### src/rtl/cpu_pkg.sv
// Shared CPU definitions: opcode values, instruction field positions and the fetch state type.
package cpu_pkg;

   localparam logic [3:0] OPC_ADD  = 4'h2;
   localparam logic [3:0] OPC_LD   = 4'h3;
   localparam logic [3:0] OPC_ST   = 4'h4;
   localparam logic [3:0] OPC_BEQ  = 4'h5;
   localparam logic [3:0] OPC_HALT = 4'h6;

   // Field positions within a 32-bit instruction word
   localparam int OPC_MSB = 31;
   localparam int OPC_LSB = 28;
   localparam int RD_MSB  = 27;
   localparam int RD_LSB  = 24;
   localparam int RS1_MSB = 23;
   localparam int RS1_LSB = 20;
   localparam int RS2_MSB = 19;
   localparam int RS2_LSB = 16;
   localparam int IMM_MSB = 15;
   localparam int IMM_LSB = 0;

   typedef enum logic {
      RUN    = 1'b0,
      HALTED = 1'b1
   } fetch_state_t;

   function automatic logic [3:0] opc_of(input logic [31:0] instr);
      return instr[OPC_MSB:OPC_LSB];
   endfunction

endpackage

### src/rtl/pc_reg.sv
// Program counter register: redirect has priority over increment; increment wraps modulo 2^ADDR_W.
module pc_reg #(
   parameter int                ADDR_W   = 32,
   parameter logic [ADDR_W-1:0] RESET_PC = '0
) (
   input  logic              clk,
   input  logic              reset,
   input  logic              redirect,
   input  logic [ADDR_W-1:0] redirect_pc,
   input  logic              inc_en,
   output logic [ADDR_W-1:0] pc
);

   always_ff @(posedge clk or posedge reset) begin
      if (reset) begin
         pc <= RESET_PC;
      end else if (redirect) begin
         pc <= redirect_pc;
      end else if (inc_en) begin
         pc <= pc + ADDR_W'(1);
      end
   end

endmodule

### src/rtl/fetch_stage.sv
// Instruction-fetch stage: owns the PC, reads combinational instruction memory and fills the
// IF/ID register under decode back-pressure, with branch redirect/flush and a sticky HALT.
module fetch_stage
   import cpu_pkg::*;
#(
   parameter int                ADDR_W      = 32,
   parameter logic [ADDR_W-1:0] RESET_PC    = '0,
   parameter logic [3:0]        HALT_OPCODE = OPC_HALT
) (
   input  logic              clk,
   input  logic              reset,
   output logic [ADDR_W-1:0] imem_addr,
   input  logic [31:0]       imem_instr,
   output logic              id_valid,
   input  logic              id_ready,
   output logic [31:0]       id_instr,
   output logic [ADDR_W-1:0] id_pc,
   input  logic              redirect_valid,
   input  logic [ADDR_W-1:0] redirect_pc,
   output logic              halted
);

   fetch_state_t      state;
   fetch_state_t      state_next;
   logic [ADDR_W-1:0] pc;
   logic              load;
   logic              is_halt;
   logic              inc_en;

   pc_reg #(
      .ADDR_W   (ADDR_W),
      .RESET_PC (RESET_PC)
   ) u_pc_reg (
      .clk         (clk),
      .reset       (reset),
      .redirect    (redirect_valid),
      .redirect_pc (redirect_pc),
      .inc_en      (inc_en),
      .pc          (pc)
   );

   assign imem_addr = pc;
   assign halted    = (state == HALTED);
   assign is_halt   = (opc_of(imem_instr) == HALT_OPCODE);

   // A new word is taken only while running, when the IF/ID slot is free or draining, and no redirect
   assign load   = (state == RUN) && (!id_valid || id_ready) && !redirect_valid;
   assign inc_en = load && !is_halt;

   always_ff @(posedge clk or posedge reset) begin
      if (reset) begin
         state <= RUN;
      end else begin
         state <= state_next;
      end
   end

   // A redirect always resumes fetching, discarding any HALT fetched down the wrong path
   always_comb begin
      state_next = state;
      if (redirect_valid) begin
         state_next = RUN;
      end else if (load && is_halt) begin
         state_next = HALTED;
      end
   end

   always_ff @(posedge clk or posedge reset) begin
      if (reset) begin
         id_valid <= 1'b0;
         id_instr <= '0;
         id_pc    <= '0;
      end else if (redirect_valid) begin
         id_valid <= 1'b0;
      end else if (load) begin
         id_valid <= 1'b1;
         id_instr <= imem_instr;
         id_pc    <= pc;
      end else if (id_ready) begin
         id_valid <= 1'b0;
      end
   end

endmodule

### config.mk
export PLATFORM = sky130hd
export DESIGN_NAME = fetch_stage
export DESIGN_NICKNAME = d
export VERILOG_FILES = /design/src/rtl/cpu_pkg.sv /design/src/rtl/pc_reg.sv /design/src/rtl/fetch_stage.sv
export SDC_FILE = /design/constraint.sdc
export NUM_CORES = 1
export LEC_CHECK = 0
export CAP_MARGIN = 25
export CORE_ASPECT_RATIO = 1.25
export CORE_MARGIN = 5
export CORE_UTILIZATION = 40
export DETAILED_ROUTE_END_ITERATION = 16
export PLACE_DENSITY = 0.74
export SYNTH_ARGS = -nofsm -noshare
export SYNTH_HDL_FRONTEND = slang
export SYNTH_SLANG_ARGS = --single-unit
### constraint.sdc
create_clock -name clk -period 7.4 [get_ports clk]
set_input_delay 1.48 -clock clk [delete_from_list [all_inputs] [get_ports clk]]
set_output_delay 1.48 -clock clk [all_outputs]
set_load 0.01 [all_outputs]
---- Yosys cells after proc, flatten, opt, wreduce, memory -nomap -nowiden ----
Cells that the tools add are included.
word-level totals
  output and inout port bits .............. 98
  bits in registers ....................... 98
  logic and storage cells ................. 28
cells by class
  equality and inequality tests ........... 1
  bitwise operators ....................... 2
  reductions and logical operators ........ 12
  muxes and demuxes ....................... 7
  add/sub/neg operators ................... 1
operators with widths
  cell                     number
  $mux W32                 2
  $add A32 B1 Y32 const B  1
  $mux W1                  5
  $eq A4 B3 Y1 const B     1
  $logic_and A1 B1 Y1      4
  $reduce_bool A2 Y1       2
  $logic_not A1 Y1         3
  $reduce_bool A3 Y1       1
  $not A1 Y1               2
  $reduce_and A2 Y1        1
  $logic_or A1 B1 Y1       1

---- Depth between registers and ports, before layout ----
Gate-level depths: netlist (run 1).
  depth in word-level cells ............... 7
  depth in mapped cells ................... 7

---- Hierarchy ----
From an unflattened synthesis (run 1), not the netlist that was laid out.
unflattened totals
  cell total of the unflattened synthesis .. 358
  area total of the unflattened synthesis .. 4545.6 um2
by module, submodules not included
  module       area an instance (um2)  cells an instance  times used  seq. area each (um2)
  fetch_stage  2673.8                  146                1           1651.6
  pc_reg       1871.8                  212                1           800.8

---- Least setup slack after synthesis (run 1) ----
No wires, ideal clock.
  path kind ............................... input -> register
  start point ............................. input port redirect_valid
  end point ............................... register u_pc_reg.pc[19]
  required time ........................... 7.275 ns
  cell stages on the path ................. 6
  arrival time ............................ 2.650 ns
  buffers on the path ..................... 1
  path slack .............................. 4.625 ns
  cells stage by stage .................... nor2_1 and3_1 clkbuf_1 nand4_1 xnor2_1 mux2_2
between the ends
  cells in the longest elaborated chain, start to end .. 4
  elaborated cells between the ends (all ways) .. 5
  classes of those cells .................. mux: 1; reduce/logical: 4
RTL lines
  element                       RTL line           text
  start: declaration            fetch_stage.sv:18  input logic redirect_valid,
  $logic_not A1 Y1              fetch_stage.sv:47  assign load = (state == RUN) && (!id_valid || id_ready) && !redirect_valid;
  $logic_and A1 B1 Y1           fetch_stage.sv:47
  $logic_and A1 B1 Y1           fetch_stage.sv:48  assign inc_en = load && !is_halt;
  $reduce_bool A2 Y1 (no line)  n/a
  end signal: assignment        pc_reg.sv:18       pc <= redirect_pc;
  end signal: assignment        pc_reg.sv:20       pc <= pc + ADDR_W'(1);
  end: declaration              pc_reg.sv:11       output logic [ADDR_W-1:0] pc
Parallel ways exist; a longest one is shown, timed or not.
A chain may end at the register's enable or synchronous reset.

---- Worst setup path in the final report (run 1) ----
  start point ............................. input port redirect_valid
  end point ............................... register u_pc_reg.pc[30]
The elaborated chain is that of the path after synthesis.

==> impl_metrics.json, run 1 <==
{
  "die_w_um": 104,
  "setup.worst_path.end_class": "register",
  "skew_ns": 0.00669,
  "vias_per_cell": 5.29,
  "grtUsageTotal_pct": 17.7,
  "avgSynthCellArea_um2": 11.8,
  "drv_cap": 0,
  "gp_congestion": 0.815,
  "hold_end": "id_pc[6]",
  "wl_per_cell_um": 17.3,
  "dr.pass1.iters": 4,
  "clk_pin_slew_ns": 0.06,
  "core_mm2": 0.0107,
  "cts_tree": "built",
  "critPathRequiredTime_ns": 7.61,
  "syn-cell-area_mm2": 0.00439,
  "synth_nets": 442,
  "root_buffer": "clkbuf_16",
  "vias": 3521,
  "synth.most_common_cell": "dfrtp_1",
  "start_util_pct": 41.2,
  "intPower_mw": 1.13,
  "cts_setup_buffers": 0,
  "whs_path_depth": 2,
  "cp_slowest_cell": "nand4_1",
  "fp-row-count": 42,
  "yosys_warnings": 0,
  "synth_edf_count": 0,
  "overflow": 0,
  "grt_pass1_vias": 3729,
  "max_freq_mhz": 286,
  "nNetsFinal": 598,
  "hold_path_startpoint": "id_pc[6]",
  "antenna_found_initial": 0,
  "num_antenna_cells": 0,
  "die_area_mm2": 0.0132,
  "hold_viol_final": 0,
  "hold_path_class": "register to register",
  "startpoint": "redirect_valid",
  "setup_viol": 0,
  "swShare_pct": 26.3,
  "dp_hpwl_um": 8500,
  "place.detailed.instances": 650,
  "htreeDepth": 3,
  "met3_usage_pct": 7.01,
  "final.setup.tns_ns": 0,
  "drc": 0,
  "p_leak_nw": 2.61,
  "clk-insertion-delay-late_ns": 0.33,
  "cts_resized": 0,
  "ys_seq_elements": 98,
  "peakVddDrop_mv": 0.109,
  "port_buffers": 165,
  "synth_seq_area_share_pct": 55.8,
  "drv_slew": 0,
  "start_kind": "input port",
  "numCtsBuffers": 9,
  "synth_cells": 373,
  "slew_headroom_pct": 38.1,
  "grt_use_met2_pct": 28.6,
  "critical_path_class": "input port to register",
  "ant_nets": 0,
  "yosys.area.top_type": "dfrtp_1",
  "layout-drive-gt1-share_pct": 16.9,
  "cts_num_sinks": 98,
  "period_minus_slack_ns": 3.50,
  "clk_path_buf_depth": 2,
  "synthFlopType": "dfrtp_1",
  "critPathArrivalTime_ns": 3.71,
  "p_sw_uw": 402,
  "met1_usage_pct": 21.1,
  "cp_top_family": "simple AND/OR/NAND/NOR gates",
  "worstPathCellList": "buf_2 -> nor2_1 -> nand4_1 -> nor3_4 -> a311oi_1 -> a221o_1",
  "r2r-end": "u_pc_reg.pc[30]",
  "r2r-start": "u_pc_reg.pc[0]",
  "cp_max_fo": 56,
  "drtIter0Drc": 204,
  "critPathMaxStageDelay_ns": 0.52,
  "die_h_um": 127,
  "synthTopCellsByArea": "dfrtp_1 56%, mux2_2 16%, nand2_1 3.8%, o21ai_0 2.6%, nand4_1 1.7%",
  "finalNonFillerCells": 666,
  "min_period_over_period_pct": 47.2,
  "r2r_setup_slack_ns": 4.98,
  "postCtsHoldBufs": 0,
  "synth_top_area_share_pct": 55.8,
  "p_clk_share_pct": 30.9,
  "critPathBufInv": 1,
  "power_density_mw_per_mm2": 237,
  "status": "finished clean",
  "pin_count": 166,
  "synthDistinctLibCells": 48,
  "tightestPinTransition_ns": 0.928,
  "grt_max_degree": 73,
  "grt.busiest_layer": "met2",
  "pwr-share-seq_pct": 44.2,
  "async_reset_ff_share_pct": 100,
  "p_comb_share_pct": 24.9,
  "wl_um": 11500,
  "rsz0062_at_grt": "no",
  "yosys-top-cells-count": "98 x dfrtp_1, 61 x mux2_2, 44 x nand2_1, 23 x o21ai_0, 14 x clkbuf_1",
  "r2r_cells": 5,
  "grt_pass1_wl_um": 18900,
  "syn_to_final_growth_pct": 46.6
}
## final cells by class
type                       instances  area [um2]
tap                              132         165
inverter                           8        32.5
timing repair buffer             166        1650
clock buffer                      12         256
sequential                        98        2450
fill                             893        4230
clock inverter                     4        50.0
multi-input combinational        246        1830
## stage by stage
step	utilization, %	setup slack (ns)	hold slack (ns)	cell area (um2)	power, mW
2_1_floorplan	-	3.36	0.516	4390	0.834
6_report	60.4	3.90	0.493	6440	1.53
5_1_grt	60.4	3.63	0.516	6440	1.61
4_1_cts	60.4	3.89	0.497	6440	1.56
3_5_place_dp	57.5	3.55	0.482	6130	1.07
3_3_place_gp	57.5	3.64	0.463	6130	1.06
## worst max path at each step
stage / to / slack (ns) / cells after the start
after CTS: u_pc_reg.pc[30] / 3.89 / 6
after global placement: u_pc_reg.pc[9] / 3.64 / 6
after floorplan: halted / 3.36 / 1
after global routing: u_pc_reg.pc[9] / 3.63 / 6
final: u_pc_reg.pc[30] / 3.90 / 6
after detailed placement: u_pc_reg.pc[30] / 3.55 / 6
## cell usage in the layout, fill, tap and decap left out, types with 3 or more instances in the layout
cell | synthesis | layout
clkdlybuf4s50_1 | 0 | 164
a31oi_1 | 3 | 3
inv_1 | 8 | 7
xor2_1 | 7 | 7
mux2_2 | 61 | 61
a21oi_1 | 5 | 5
or3_1 | 3 | 3
o211ai_1 | 5 | 5
and3_1 | 5 | 5
nand4_1 | 12 | 12
nand2b_1 | 3 | 3
nand4_2 | 3 | 3
nor4_2 | 4 | 4
nor2_1 | 10 | 10
clkbuf_16 | 0 | 9
o21ai_1 | 4 | 4
nand2_1 | 44 | 43
nor3_1 | 3 | 3
nor4_1 | 3 | 3
dfrtp_1 | 98 | 98
xnor2_1 | 8 | 8
o311ai_0 | 5 | 5
nand3_1 | 10 | 10
o21ai_0 | 23 | 23
## logic make-up (layout without fill, tap and decap cells)
| group | Yosys count | count (layout) | share of synthesized area [%] |
|---|---|---|---|
| AND/OR/NAND/NOR | 112 | 112 | 14.1 |
| flip-flops | 98 | 98 | 55.8 |
| buffers and inverters | 29 | 190 | 2.73 |
| XOR/XNOR | 15 | 15 | 2.99 |
| AO/OA/AOI/OAI | 55 | 55 | 7.95 |
| multiplexers | 63 | 63 | 16.1 |
| adder cells (fa/ha/maj) | 1 | 1 | 0.285 |
## worst min-delay path, delay by kind of cell, from the launching register on
family / cells / cell delay [ns]
AOI/OAI and AO/OA: 1 / 0.06
DFF: 1 / 0.34
and+or+nand+nor: 1 / 0.05
## power groups by stage
stage	sequential (mW)	clock [mW]	combinational, mW
2_1_floorplan	0.712	0	0.122
3_3_place_gp	0.680	0	0.380
3_5_place_dp	0.686	0	0.386
4_1_cts	0.677	0.490	0.388
5_1_grt	0.688	0.516	0.410
6_report	0.676	0.471	0.381
## metal layers
layer | wire (um) | part of all wire (%)
met5 | 0 | 0
met2 | 5700 | 50
met1 | 4510 | 39
met3 | 1050 | 9.1
met4 | 247 | 2.1
No activity file was read; power rests on OpenSTA's default activity.
==> run 2: changes to the inputs <==
- PLACE_DENSITY: 0.74 -> 0.77
- clock period: 7.4 -> 3.05 ns (I/O delays scaled with it)
==> impl_metrics.json, run 2 (synthesized netlist as in run 1, its figures left out) <==
{
  "status": "finished clean",
  "p_leak_nw": 2.65,
  "ant_nets": 0,
  "core_mm2": 0.0107,
  "nNetsFinal": 606,
  "drtIter0Drc": 132,
  "layout-drive-gt1-share_pct": 18.1,
  "root_buffer": "clkbuf_16",
  "setup_viol": 0,
  "clk-insertion-delay-late_ns": 0.34,
  "max_freq_mhz": 434,
  "period_minus_slack_ns": 2.31,
  "dp_hpwl_um": 8880,
  "min_period_over_period_pct": 75.6,
  "dr.pass1.iters": 4,
  "stdcell_area_mm2": 0.00651,
  "peakVddDrop_mv": 0.355,
  "fp-row-count": 42,
  "final_cell_mix": "164 x clkdlybuf4s50_1, 98 x dfrtp_1, 61 x mux2_2",
  "placed_cell_area_mm2": 0.00621,
  "r2r_cells": 5,
  "setup.worst_path.end_class": "register",
  "clk_pin_slew_ns": 0.07,
  "rsz0062_at_grt": "no",
  "critPathRequiredTime_ns": 3.26,
  "overflow": 0,
  "port_buffers": 165,
  "final.setup.tns_ns": 0,
  "cts_tree": "built",
  "gp_congestion": 0.814,
  "die_area_mm2": 0.0132,
  "numCtsBuffers": 9,
  "slew_headroom_pct": 46.0,
  "die_w_um": 104,
  "die_h_um": 127,
  "hold_path_class": "register to register",
  "drv_cap": 0,
  "grt_max_degree": 65,
  "cts_num_sinks": 98,
  "start_kind": "register",
  "cts_resized": 0,
  "drc": 0,
  "vias_per_cell": 5.30,
  "drv_slew": 0,
  "wl_um": 11700,
  "clk_path_buf_depth": 2,
  "whs_path_depth": 2,
  "critPathArrivalTime_ns": 2.52,
  "layout_commonest_cell": "clkdlybuf4s50_1",
  "vias": 3564,
  "num_antenna_cells": 0,
  "pin_count": 166,
  "power_density_mw_per_mm2": 572,
  "syn_to_final_growth_pct": 48.2,
  "wl_per_cell_um": 17.4,
  "postCtsHoldBufs": 0,
  "critical_path_class": "register to register",
  "cts_setup_buffers": 0,
  "grt_pass1_vias": 3768,
  "htreeDepth": 3,
  "grtUsageTotal_pct": 18.0,
  "skew_ns": 0.00753,
  "hold_viol_final": 0,
  "antenna_found_initial": 0,
  "cp_max_fo": 10,
  "start_util_pct": 41.2,
  "grt_pass1_wl_um": 19300,
  "tightestPinTransition_ns": 0.809
}
## run 2: area by class of cell
cell class | instances | area [um2]
Tap cell | 132 | 165
Timing Repair Buffer | 174 | 1730
Fill cell | 874 | 4160
Clock buffer | 11 | 253
Inverter | 8 | 33.8
Multi-Input combinational cell | 246 | 1830
Clock inverter | 4 | 51.3
Sequential cell | 98 | 2450
## run 2: stage by stage
stage / util, % / instances / hold WS, ns / setup slack (ns) / power, mW
finish: 61.0 / 673 / 0.485 / 0.743 / 3.72
global route: 61.0 / 673 / 0.505 / 0.548 / 3.91
CTS: 61.0 / 673 / 0.486 / 0.737 / 3.77
detailed placement: 58.2 / 658 / 0.471 / 0.481 / 2.61
global placement: 58.2 / 658 / 0.464 / 0.533 / 2.58
floorplan: - / 373 / 0.516 / 1.05 / 2.02
## run 2: layer usage
metal | share of wire, % | track usage (%) | vias up
met3 | 8.4 | 5.75 | 20
met1 | 39 | 21.0 | 1729
met2 | 50 | 30.4 | 146
met4 | 2.5 | 7.70 | 0
li1 | - | - | 1669
met5 | 0 | 0 | -
## run 2: critical path, stage by stage (launching register included)
cell and delay (ns):
dfrtp_1 0.52, nand4_2 0.32, nor4_1 0.70, and3_1 0.37, a41o_1 0.19, o211ai_1 0.09
## run 2: final timing paths
path / start / to / slack (ns)
max in group asynchronous: reset / id_pc[30] / 1.62
min in group asynchronous: reset / u_pc_reg.pc[22] / 0.75
worst min register to register: id_pc[7] / id_pc[7] / 0.48
worst min-delay path: id_pc[7] / id_pc[7] / 0.48
worst max register to register: u_pc_reg.pc[12] / u_pc_reg.pc[31] / 0.74
worst max-delay path: u_pc_reg.pc[12] / u_pc_reg.pc[31] / 0.74
## run 2: power breakdown
group / switching [mW] / internal [mW]
clock: 0.469 / 0.676
combinational: 0.368 / 0.572
sequential: 0.149 / 1.49
total: 0.986 / 2.74
==> run 3: changes to the inputs <==
- clock period: 3.05 -> 2.06 ns (I/O delays scaled with it)
==> impl_metrics.json, run 3 (synthesized netlist as in run 1, its figures left out) <==
{
  "status": "finished clean",
  "die_w_um": 104,
  "start_util_pct": 41.2,
  "tightestPinTransition_ns": 0.532,
  "root_buffer": "clkbuf_16",
  "grtUsageTotal_pct": 18.8,
  "final_util_pct": 64.0,
  "layout_commonest_cell": "clkdlybuf4s50_1",
  "final_cell_mix": "164 x clkdlybuf4s50_1, 98 x dfrtp_1, 61 x mux2_2",
  "htreeDepth": 3,
  "finalNonFillerCells": 705,
  "die_h_um": 127,
  "grt_pass1_vias": 3918,
  "syn_to_final_growth_pct": 55.4,
  "cts_num_sinks": 98,
  "cp_max_fo": 4,
  "dr.pass1.iters": 4,
  "clk_pin_slew_ns": 0.06,
  "power_density_mw_per_mm2": 840,
  "start_kind": "input port",
  "period_minus_slack_ns": 1.98,
  "overflow": 0,
  "gp_congestion": 0.820,
  "setup_viol": 0,
  "grt_pass1_wl_um": 20200,
  "ant_nets": 0,
  "cp_slowest_cell": "clkdlybuf4s50_1",
  "critPathBufInv": 2,
  "num_antenna_cells": 0,
  "worstPathCellList": "clkdlybuf4s50_1 -> nand4bb_2 -> nand4_1 -> buf_4 -> nor3_4 -> a311oi_1 -> a221o_1",
  "drc": 0,
  "dp_hpwl_um": 9360,
  "clk_path_buf_depth": 2,
  "slew_headroom_pct": 64.5,
  "vias": 3703,
  "pin_count": 166,
  "peakVddDrop_mv": 0.419,
  "critPathRequiredTime_ns": 2.27,
  "critPathArrivalTime_ns": 2.20,
  "vias_per_cell": 5.25,
  "hold_viol_final": 0,
  "clk-insertion-delay-late_ns": 0.33,
  "p_sw_mw": 1.47,
  "p_leak_nw": 2.84,
  "port_buffers": 165,
  "intPower_mw": 4.27,
  "drtIter0Drc": 171,
  "cts_tree": "built",
  "p_comb_share_pct": 26.4,
  "die_area_mm2": 0.0132,
  "setup.worst_path.end_class": "register",
  "drv_slew": 0,
  "skew_ns": 0.00708,
  "max_freq_mhz": 505,
  "place.detailed.instances": 690,
  "wl_um": 12400,
  "p_clk_share_pct": 31.8,
  "grt_max_degree": 80,
  "total_power_mw": 5.74,
  "cp_top_family": "buffers and inverters",
  "swShare_pct": 25.6,
  "nNetsFinal": 639,
  "layout-drive-gt1-share_pct": 23.6,
  "numCtsBuffers": 9,
  "critPathMaxStageDelay_ns": 0.52,
  "wl_per_cell_um": 17.6,
  "fp-row-count": 42,
  "critical_path_class": "input port to register",
  "antenna_found_initial": 0,
  "drv_cap": 0,
  "core_mm2": 0.0107,
  "pwr-share-seq_pct": 41.8,
  "hold_path_class": "register to register",
  "min_period_over_period_pct": 96.2
}
==> run 3: cell type report <==
class | instances | area [um2]
Sequential cell | 98 | 2450
Tap cell | 132 | 165
Multi-Input combinational cell | 246 | 1850
Fill cell | 832 | 3840
Clock inverter | 2 | 60.1
Clock buffer | 12 | 267
Inverter | 8 | 33.8
Timing Repair Buffer | 207 | 2000
==> run 3: layer usage <==
metal	track usage, %	routed length, um	part of all wire, %	vias up
li1	-	-	-	1727
met1	21.2	4720	38	1822
met2	33.1	6440	52	140
met3	7.16	1090	8.8	14
met4	5.11	192	1.5	0
met5	0	0	0	-
==> run 3: final timing paths <==
path | startpoint | endpoint | slack [ns] | depth (start not counted)
max | imem_instr[31] | u_pc_reg.pc[30] | 0.08 | 7
min | id_pc[29] | id_pc[29] | 0.49 | 2
max reg2reg | u_pc_reg.pc[6] | u_pc_reg.pc[30] | 0.13 | 5
min reg2reg | id_pc[29] | id_pc[29] | 0.49 | 2
max in group asynchronous | reset | u_pc_reg.pc[18] | 1.15 | 3
min in group asynchronous | reset | id_instr[5] | 0.51 | 3
==> run 3: stage by stage <==
| step | hold slack [ns] | cell area, um2 | setup TNS (ns) | setup WS [ns] |
|---|---|---|---|---|
| 2_1_floorplan | 0.516 | 4400 | 0 | 0.0578 |
| 3_3_place_gp | 0.460 | 6470 | -2.86 | -0.224 |
| 3_5_place_dp | 0.474 | 6470 | -4.36 | -0.278 |
| 4_1_cts | 0.488 | 6800 | 0 | 0.0744 |
| 5_1_grt | 0.520 | 6830 | -0.0108 | -0.0108 |
| 6_report | 0.486 | 6830 | 0 | 0.0780 |
==> run 3: repair_timing <==
item / in CTS / in global routing
buffers inserted: 0 / 1
hold buffers: 0 / 0
endpoints found under the setup margin: 0 / 10
resized for setup: 0 / 5
==> run 3: power by group through the flow <==
| stage | registers (mW) | logic (mW) | clock network (mW) |
|---|---|---|---|
| floorplan | 2.56 | 0.439 | 0 |
| global placement | 2.41 | 1.50 | 0 |
| detailed placement | 2.43 | 1.53 | 0 |
| CTS | 2.40 | 1.53 | 1.86 |
| global route | 2.44 | 1.63 | 1.95 |
| finish | 2.40 | 1.52 | 1.82 |
==> run 3: tightest hold or removal path, stage by stage (launching register included) <==
cell	delay [ns]
dfrtp_1	0.35
nand2_1	0.05
o21ai_0	0.06
